==> src/rtl/wb_arbiter.sv <==
// Merges pipeline W-stage writes with buffered MDU results onto the single register-file write port.
// The pipeline always wins; MDU results queue in a small FIFO and are squashed by younger writes.
module wb_arbiter #(
    parameter int unsigned DEPTH = 2
) (
    input  logic        clk,
    input  logic        reset,

    input  logic        P_Valid,
    input  logic [31:0] P_PC,
    input  logic [4:0]  P_A3,
    input  logic [31:0] P_DI,

    input  logic        M_Valid,
    output logic        M_Ready,
    input  logic [31:0] M_PC,
    input  logic [4:0]  M_A3,
    input  logic [31:0] M_DI,

    output logic        GRFWrite,
    output logic [31:0] PC,
    output logic [4:0]  A3,
    output logic [31:0] DI,
    output logic        Busy
);

    localparam int unsigned PtrW = (DEPTH > 1) ? $clog2(DEPTH) : 1;
    localparam int unsigned CntW = PtrW + 1;

    // FIFO storage; payload needs no reset because occupancy is tracked by count/live
    logic [31:0]     pc_mem_q [DEPTH];
    logic [4:0]      a3_mem_q [DEPTH];
    logic [31:0]     di_mem_q [DEPTH];
    logic [DEPTH-1:0] live_q, live_d;

    logic [PtrW-1:0] rptr_q, rptr_d;
    logic [PtrW-1:0] wptr_q, wptr_d;
    logic [CntW-1:0] count_q, count_d;

    logic            grf_we_q, grf_we_d;
    logic [31:0]     pc_q, pc_d;
    logic [4:0]      a3_q, a3_d;
    logic [31:0]     di_q, di_d;

    logic            p_write;
    logic            push;
    logic            pop;
    logic            push_live;
    logic            head_live;

    assign p_write   = P_Valid && (P_A3 != 5'd0);
    assign M_Ready   = (count_q < CntW'(DEPTH));
    assign Busy      = (count_q != '0);
    assign push      = M_Valid && M_Ready;
    assign pop       = !p_write && (count_q != '0);
    // A same-cycle pipeline write to the same register is program-order later
    assign push_live = (M_A3 != 5'd0) && !(P_Valid && (P_A3 == M_A3));
    assign head_live = live_q[rptr_q];

    always_comb begin
        live_d = live_q;
        if (p_write) begin
            for (int unsigned i = 0; i < DEPTH; i++) begin
                if (a3_mem_q[i] == P_A3) begin
                    live_d[i] = 1'b0;
                end
            end
        end
        if (pop) begin
            live_d[rptr_q] = 1'b0;
        end
        // Push slot never equals the pop slot: that needs count==0 or count==DEPTH
        if (push) begin
            live_d[wptr_q] = push_live;
        end
    end

    always_comb begin
        rptr_d  = pop  ? rptr_q + PtrW'(1) : rptr_q;
        wptr_d  = push ? wptr_q + PtrW'(1) : wptr_q;
        count_d = count_q;
        unique case ({push, pop})
            2'b10:   count_d = count_q + CntW'(1);
            2'b01:   count_d = count_q - CntW'(1);
            default: count_d = count_q;
        endcase
    end

    always_comb begin
        grf_we_d = 1'b0;
        pc_d     = pc_q;
        a3_d     = a3_q;
        di_d     = di_q;
        if (p_write) begin
            grf_we_d = 1'b1;
            pc_d     = P_PC;
            a3_d     = P_A3;
            di_d     = P_DI;
        end else if (pop && head_live) begin
            grf_we_d = 1'b1;
            pc_d     = pc_mem_q[rptr_q];
            a3_d     = a3_mem_q[rptr_q];
            di_d     = di_mem_q[rptr_q];
        end
    end

    always_ff @(posedge clk) begin
        if (reset) begin
            live_q   <= '0;
            rptr_q   <= '0;
            wptr_q   <= '0;
            count_q  <= '0;
            grf_we_q <= 1'b0;
            pc_q     <= '0;
            a3_q     <= '0;
            di_q     <= '0;
        end else begin
            live_q   <= live_d;
            rptr_q   <= rptr_d;
            wptr_q   <= wptr_d;
            count_q  <= count_d;
            grf_we_q <= grf_we_d;
            pc_q     <= pc_d;
            a3_q     <= a3_d;
            di_q     <= di_d;
        end
    end

    always_ff @(posedge clk) begin
        if (!reset && push) begin
            pc_mem_q[wptr_q] <= M_PC;
            a3_mem_q[wptr_q] <= M_A3;
            di_mem_q[wptr_q] <= M_DI;
        end
    end

    assign GRFWrite = grf_we_q;
    assign PC       = pc_q;
    assign A3       = a3_q;
    assign DI       = di_q;

endmodule

==> config.mk <==
export PLATFORM = sky130hd
export DESIGN_NAME = wb_arbiter
export DESIGN_NICKNAME = d
export VERILOG_FILES = /design/src/rtl/wb_arbiter.sv
export SDC_FILE = /design/constraint.sdc
export NUM_CORES = 1
export LEC_CHECK = 0
export BUFFER_PORTS_ARGS = -buffer_cell sky130_fd_sc_hd__buf_2
export CAP_MARGIN = 20
export CORE_MARGIN = 5
export CORE_UTILIZATION = 45
export CTS_CLUSTER_SIZE = 30
export DETAILED_ROUTE_END_ITERATION = 16
export GPL_TIMING_DRIVEN = 0
export PLACE_DENSITY_LB_ADDON = 0.25
export SETUP_SLACK_MARGIN = 0.05
export SLEW_MARGIN = 20
export SYNTH_ARGS = -nofsm -noshare
export SYNTH_HDL_FRONTEND = slang
export SYNTH_SLANG_ARGS = --single-unit
==> constraint.sdc <==
create_clock -name clk -period 14.3 [get_ports clk]
set_input_delay 3.575 -clock clk [delete_from_list [all_inputs] [get_ports clk]]
set_output_delay 3.575 -clock clk [all_outputs]
set_load 0.01 [all_outputs]
==> results of run 1 <==
final cells by class:
class                           count  area [um2]  area share [%]
Clock inverter                     12         113            1.03
Clock buffer                       30         642            5.86
Timing Repair Buffer              222        1160            10.6
Antenna cell                        4        10.0          0.0914
Buffer                             41         179            1.63
Tap cell                          260         325            2.97
Inverter                            4        15.0           0.137
Sequential cell                   215        5690            51.9
Multi-Input combinational cell    335        2810            25.7
power breakdown:
part / internal (mW) / switching (mW) / total [mW]
clock: 0.352 / 0.233 / 0.585
sequential: 0.731 / 0.0236 / 0.755
combinational: 0.160 / 0.180 / 0.340
total: 1.24 / 0.437 / 1.68
routing by layer:
layer,routed length (um),vias to the layer above,GRT usage (%)
met5,22,-,0
met4,457,6,5.40
met3,1820,39,5.96
met2,9920,204,30.3
met1,8720,2759,22.9
li1,-,2736,-
tightest hold or removal path: cells and delay by family (launching register included):
kind             cells  cell delay [ps]
AO/OA/AOI/OAI        1               70
flip-flops           1              310
AND/OR/NAND/NOR      1               80
kinds of logic after synthesis:
family / Yosys count / synth area share [%]
muxes: 139 / 17.0
adders and majority gates: 1 / 0.144
buffers and inverters: 45 / 2.23
xor gates and xnor gates: 18 / 1.82
AOI/OAI and AO/OA: 81 / 6.66
and+or+nand+nor: 96 / 6.68
DFF: 215 / 65.5
layout by cell type (no fill, tap or decap), types with 2 or more instances in the layout:
cell                        synthesis  final
sky130_fd_sc_hd__clkbuf_1          29     32
sky130_fd_sc_hd__nor4_1             3      3
sky130_fd_sc_hd__buf_2              8    219
sky130_fd_sc_hd__bufinv_16          0      2
sky130_fd_sc_hd__nand2_1            2      2
sky130_fd_sc_hd__nand2b_1          65     65
sky130_fd_sc_hd__buf_4              0      7
sky130_fd_sc_hd__diode_2            0      4
sky130_fd_sc_hd__edfxtp_1         138    138
sky130_fd_sc_hd__nand3_1            2      2
sky130_fd_sc_hd__xor2_1             9      9
sky130_fd_sc_hd__inv_1              4      4
sky130_fd_sc_hd__xnor2_1            9      9
sky130_fd_sc_hd__mux2i_1           70     70
sky130_fd_sc_hd__clkinv_2           0      8
sky130_fd_sc_hd__nand3b_1           6      6
sky130_fd_sc_hd__buf_6              2      5
sky130_fd_sc_hd__and3_1             2      2
sky130_fd_sc_hd__o21ai_0            8      8
sky130_fd_sc_hd__o32ai_1            2      2
sky130_fd_sc_hd__o22ai_2           10     10
sky130_fd_sc_hd__buf_1              2      2
sky130_fd_sc_hd__nor2_1            10     10
sky130_fd_sc_hd__o22ai_1           54     54
sky130_fd_sc_hd__clkbuf_8           0      4
sky130_fd_sc_hd__dfxtp_1           77     77
sky130_fd_sc_hd__mux2_2            69     69
sky130_fd_sc_hd__clkbuf_16          0     23
sky130_fd_sc_hd__a21oi_1            3      3
sequential cells by signal (all words and copies together), names as in the netlist, named ones only:
name	flops
GRFWrite	1
count_q	2
DI	32
wptr_q	1
pc_mem_q	64
live_q	2
a3_mem_q	10
PC	32
rptr_q	1
di_mem_q	64
A3	5
metrics by stage:
stage,setup slack [ps],util (%)
3_3_place_gp,811,53.5
3_5_place_dp,8230,54.1
2_1_floorplan,4870,-
5_1_grt,8590,58.1
6_report,8790,58.1
4_1_cts,8750,58.1
worst max path at each step:
stage | start | end | slack (ps) | cells past startpoint
6_report | reset | pc_mem_q[0][8] | 8790 | 8
5_1_grt | reset | pc_mem_q[0][7] | 8590 | 8
4_1_cts | reset | pc_mem_q[0][7] | 8750 | 8
3_5_place_dp | reset | pc_mem_q[0][5] | 8230 | 8
3_3_place_gp | reset | di_mem_q[0][19] | 810 | 4
2_1_floorplan | reset | a3_mem_q[0][0] | 4870 | 4
==> run metrics, run 1 <==
critical path required time approximately 15000 ps; total of fill cells in the finished design 1540; number of detailed-route iterations in the first pass 4; post-route worst hold slack a little over 500 ps; startpoint of the most critical hold path live_q[1]; CTS H-tree lvls 1; clock buffer count from CTS 23; Worst Max-Slew Pin Slew a little under 900 ps; DRC errors left 0; worst reg2reg setup slack 11940 ps; number of antenna violations at the first check in global routing 5; cells after synthesis 595; first-pass GRT wire length ~32 mm; count of clock tree sinks roughly 220; Boundary Pins roughly 210; cell count after placement between 1000 and 1500; total count of hold-check failures in the final report 0; Worst-Skew Late Latency around 500 ps; ranking of synthesized cells by area sky130_fd_sc_hd__edfxtp_1 48%, sky130_fd_sc_hd__dfxtp_1 18%, sky130_fd_sc_hd__mux2_2 8.9%; library cell occupying the most area in the post-synthesis netlist sky130_fd_sc_hd__edfxtp_1; family with the most delay on the worst path buffers and inverters; Core ar. roughly 0.019 mm2; crit path launch type input port; total number of nets in the final design around 990; terminating pin of the worst hold path live_q[1]; number of enable-type register cells in the synthesized netlist 138; clock period minus final worst setup slack 5510 ps; Setup Crit Path Kind in -> reg; Mapped Area 0.00869 mm2; WP data arrival 5770 ps; initial core utilization between 40% and 50%; pin count of the biggest net entering global routing 39; power per unit of standard cell area around 150 mW/mm2; Worst Skew between 7 and 8 ps; type of destination of the critical path flip-flop; die height approximately 150 um; fraction of registers with async set/reset 0%; buffers inserted by post-CTS timing repair 0; Resized Gates After CTS 0; total of warnings raised by yosys 0; Hold Buf Count CTS 0; post-synthesis average cell area 14.6 um2; GRT overflow 0; outcome finished, final reports clean; Max Fanout on Critical Path 10; Core Rows 50; setup TNS 0 ps; finished layout cell area 0.0109 mm2; highest ir drop seen on vdd slightly below 0.1 mV; number of flip-flops and latches in the synthesized netlist 215; CP Cell Sequence clkbuf_1 > clkbuf_1 > clkbuf_1 > nor3_2 > buf_4 > buf_4 > buf_6 > buf_4; cell area after placement around 0.01 mm2; post-synthesis net count approximately 740; Die X approximately 150 um; number of global-route vias before repair around 6100; Placer Congestion a little under 0.8; antenna-violating nets left 0; top cell types by occurrence after synthesis 138 x sky130_fd_sc_hd__edfxtp_1, 77 x sky130_fd_sc_hd__dfxtp_1, 70 x sky130_fd_sc_hd__mux2i_1; share of the yosys chip area belonging to registers between 60% and 70%; share of post-route cells with drive strength above 1 about two fifths; post-layout power ~1.7 mW; worst slew margin relative to its limit 41.9%; number of buffer and inverter stages on the critical path 7; clock tree from TritonCTS built; Tightest Hold Check Type reg -> reg; endpoints failing setup 0; Top FF cell, synth sky130_fd_sc_hd__edfxtp_1; number of cells on the worst reg-to-reg path 5; Max-Cap Viols 0; area of the die between 0.02 and 0.025 mm2; crit share post-route around 39%; drt total wl around 21 mm; area added between synthesis and finish 26.0%; root buffer cell sky130_fd_sc_hd__clkbuf_16; GRT Total Usage ~18%; delay of the slowest critical-path stage around 450 ps; post-route non-filler standard cell count between 1000 and 1500; final number of max-transition violations 0; worst hold path depth 2; Max Fclk 181 MHz; final routed wire length divided by cell count between 15 and 20 um; Max Root-Sink Buffers 3; vias after detailed routing 5744; Buffers on Ports between 200 and 250; leak pwr 4.10 nW; Worst R2R End A3[3]; top-count cell post-synth sky130_fd_sc_hd__edfxtp_1; unrepaired setup endpoints after global routing false; Clock Pin Slew Worst Setup and Hold Paths roughly 60 ps; starting DRC count in detailed routing roughly 200; Critical-path top delay cell sky130_fd_sc_hd__clkbuf_1; distinct cell type count after synthesis 34; routed vias/inst just over 5; detailed-placement wirelength estimate approximately 15 mm; Crit Reg-Reg Startpoint count_q[1]; top cell type's share of synthesized area 47.7%
(Power assumes the default switching activity.)
==> inputs of run 2 (changes only) <==
Clock period 14.3 ns to 4.5 ns, I/O delays scaled along.
==> run 2 against run 1 <==
  * Cell count is 0.53% lower
  * Total power grew to 3.3 times the previous value
  * First-iteration DRC count is 3.5% lower
  * Sequential share of layout area is 0.52 points lower
  * Via count is 0.66% lower
  * Highest routed layer unchanged
  * Flip-flop and latch count stayed put
  * Clock skew is 3.9 ps higher
==> run metrics, run 2 (same netlist as run 1, synthesis figures left out) <==
type of destination of the critical path flip-flop (unchanged); Logic pwr share 19.2% (was 20.2%); Boundary Pins 214 (unchanged); Core Rows 50 (unchanged); Max Fanout on Critical Path 16 (was 10); Worst R2R End PC[19] (was A3[3]); antenna-violating nets left 0 (unchanged); highest ir drop seen on vdd 0.349 mV (was 0.0994 mV); GRT overflow 0 (unchanged); most frequent cells in the layout 219 x sky130_fd_sc_hd__buf_2, 138 x sky130_fd_sc_hd__edfxtp_1, 77 x sky130_fd_sc_hd__dfxtp_1 (unchanged); power per unit of standard cell area 507 mW/mm2 (was 153 mW/mm2); pin count of the biggest net entering global routing 37 (was 39); Psw 1.40 mW (was 0.437 mW); routed vias/inst 5.11 (about the same); final number of max-transition violations 0 (unchanged); Die X 149 um (unchanged); Hold Buf Count CTS 0 (unchanged); unrepaired setup endpoints after global routing false (unchanged); worst hold path depth 2 (unchanged); total number of nets in the final design 981 (was 985); Clock Pin Slew Worst Setup and Hold Paths 60 ps (about the same); first-pass GRT wire length 32.5 mm (was 32.4 mm); post-layout power 5.61 mW (was 1.68 mW); DRC errors left 0 (unchanged); Worst-Skew Late Latency 500 ps (about the same); clock buffer count from CTS 24 (was 23); GRT Total Usage 18.3% (about the same); Critical-path top delay cell sky130_fd_sc_hd__nor3_4 (was sky130_fd_sc_hd__clkbuf_1); clock tree from TritonCTS built (unchanged); leak pwr 4.13 nW (was 4.10 nW); cell area after placement 0.0102 mm2 (about the same); setup TNS 0 ps (unchanged); root buffer cell sky130_fd_sc_hd__clkbuf_16 (unchanged); total count of hold-check failures in the final report 0 (unchanged); worst-case setup slack after placement 1060 ps (was 8230 ps); initial core utilization 46.1% (unchanged); detailed-placement wirelength estimate 14.9 mm (about the same); delay of the slowest critical-path stage 570 ps (was 450 ps); CP Cell Sequence clkbuf_1 > clkbuf_1 > clkbuf_1 > nor3_4 > buf_8 > buf_8 (was clkbuf_1 > clkbuf_1 > clkbuf_1 > nor3_2 > buf_4 > buf_4 > buf_6 > buf_4); Sequential Area 0.00569 mm2 (unchanged); leading cell type in the layout, fill and taps excluded sky130_fd_sc_hd__buf_2 (unchanged); number of cells on the worst reg-to-reg path 5 (unchanged); relative contribution of sequential cells to total power 42.8% (was 44.9%); Crit Reg-Reg Startpoint count_q[0] (was count_q[1]); clock period minus final worst setup slack 2860 ps; worst slew margin relative to its limit 45.2% (was 41.9%); outcome finished, final reports clean (unchanged); count of clock tree sinks 215 (unchanged); critical path required time 4700 ps (was 14560 ps); worst reg2reg setup slack 2110 ps (was 11940 ps); utilization of the core after routing 58.7% (was 58.1%); Max Root-Sink Buffers 3 (unchanged); vias after detailed routing 5706 (was 5744); CTS H-tree lvls 1 (unchanged); Max Fclk about 350 MHz; Resized Gates After CTS 0 (unchanged); die height 149 um (unchanged); sw frac 25.0% (was 26.0%); area added between synthesis and finish 27.3% (was 26.0%); finished layout cell area 0.0111 mm2 (was 0.0109 mm2); startpoint of the most critical hold path live_q[1] (unchanged); terminating pin of the worst hold path live_q[1] (unchanged); Worst Setup Slack, final 1640 ps (was 8790 ps); final routed wire length divided by cell count 18.7 um (was 18.6 um); buffers inserted by post-CTS timing repair 0 (unchanged); Most common cell on crit path sky130_fd_sc_hd__clkbuf_1; starting DRC count in detailed routing 195 (was 202); multi-input combinational cell area 0.00282 mm2 (was 0.00281 mm2); Buffers on Ports 211 (unchanged); Largest regs di_mem_q: 64 flops, pc_mem_q: 64 flops (unchanged); Internal Dissipation 4.21 mW (was 1.24 mW); share of post-route cells with drive strength above 1 40.7% (was 41.1%); endpoints failing setup 0 (unchanged); number of detailed-route iterations in the first pass 4 (unchanged); number of antenna violations at the first check in global routing 3 (was 5); Worst Max-Slew Pin Slew 820 ps (was 871 ps); crit share post-route a little under two thirds; crit path launch type input port (unchanged); Core ar. 0.0188 mm2 (unchanged); WP data arrival 3060 ps (was 5770 ps); number of global-route vias before repair 6257 (was 6141); Setup Crit Path Kind in -> reg (unchanged); share of total power in the clock network 38.0% (was 34.8%); Placer Congestion 0.796 (was 0.793); Tightest Hold Check Type reg -> reg (unchanged); area of the die 0.0222 mm2 (unchanged); total of fill cells in the finished design 1563 (was 1540); Max-Cap Viols 0 (unchanged); Worst Skew 11.4 ps (was 7.50 ps); drt total wl 20.9 mm (about the same)
[run 2: changes by cell type in the layout (fill, tap and decap cells not counted)]
cell | previous run | this run
sky130_fd_sc_hd__clkinv_2 | 8 | 3
sky130_fd_sc_hd__clkbuf_16 | 23 | 25
sky130_fd_sc_hd__buf_8 | 0 | 4
sky130_fd_sc_hd__diode_2 | 4 | 1
sky130_fd_sc_hd__buf_4 | 7 | 0
sky130_fd_sc_hd__inv_6 | 1 | 0
sky130_fd_sc_hd__buf_6 | 5 | 3
sky130_fd_sc_hd__clkbuf_1 | 32 | 34
sky130_fd_sc_hd__clkbuf_8 | 4 | 1
sky130_fd_sc_hd__clkinvlp_4 | 0 | 1
sky130_fd_sc_hd__bufinv_16 | 2 | 6
sky130_fd_sc_hd__nor3_4 | 0 | 1
sky130_fd_sc_hd__clkinv_4 | 0 | 2
sky130_fd_sc_hd__nor3_2 | 1 | 0
[run 2: power by group through the flow]
stage | clock network (mW) | registers [mW] | logic, mW
floorplan | 0 | 2.46 | 0.690
global placement | 0 | 2.44 | 1.03
detailed placement | 0 | 2.44 | 1.09
CTS | 2.17 | 2.40 | 1.10
global route | 2.27 | 2.42 | 1.17
finish | 2.13 | 2.40 | 1.08
[run 2: final cells by class]
cell class / count / area share [%]
antenna: 1 / 0.0226
clock buffer: 31 / 5.95
sequential: 215 / 51.4
tap: 260 / 2.94
multi-input combinational: 335 / 25.5
timing repair buffer: 217 / 10.4
clock inverter: 13 / 2.03
inverter: 4 / 0.136
buffer: 41 / 1.62
[run 2: worst max-delay path by stage]
| stage | startpoint | to | slack, ps | cells after the start |
|---|---|---|---|---|
| after CTS | reset | pc_mem_q[0][3] | 1590 | 6 |
| after detailed placement | reset | pc_mem_q[0][7] | 1060 | 6 |
| after floorplan | reset | a3_mem_q[0][0] | 710 | 4 |
| after global placement | reset | di_mem_q[0][30] | -880 | 4 |
| after global routing | reset | di_mem_q[0][9] | 1500 | 6 |
| final | reset | di_mem_q[0][17] | 1640 | 6 |
[run 2: critical path, delay by kind of cell]
family / cells / cell delay (ps)
AND/OR/NAND/NOR: 1 / 570
buffers and inverters: 5 / 1360
[run 2: metal layers]
metal	wire, um	up-vias	global-route usage [%]	part of all wire [%]
li1	-	2718	-	-
met1	8540	2748	22.4	41
met2	10200	186	31.5	49
met3	1570	50	5.26	7.5
met4	620	4	5.68	3.0
met5	21	-	0	0.10
[run 2: metrics by stage]
step,std cells,hold WS (ps)
3_5_place_dp,1072,504
5_1_grt,1117,536
3_3_place_gp,1066,490
6_report,1117,517
4_1_cts,1116,512
2_1_floorplan,595,469
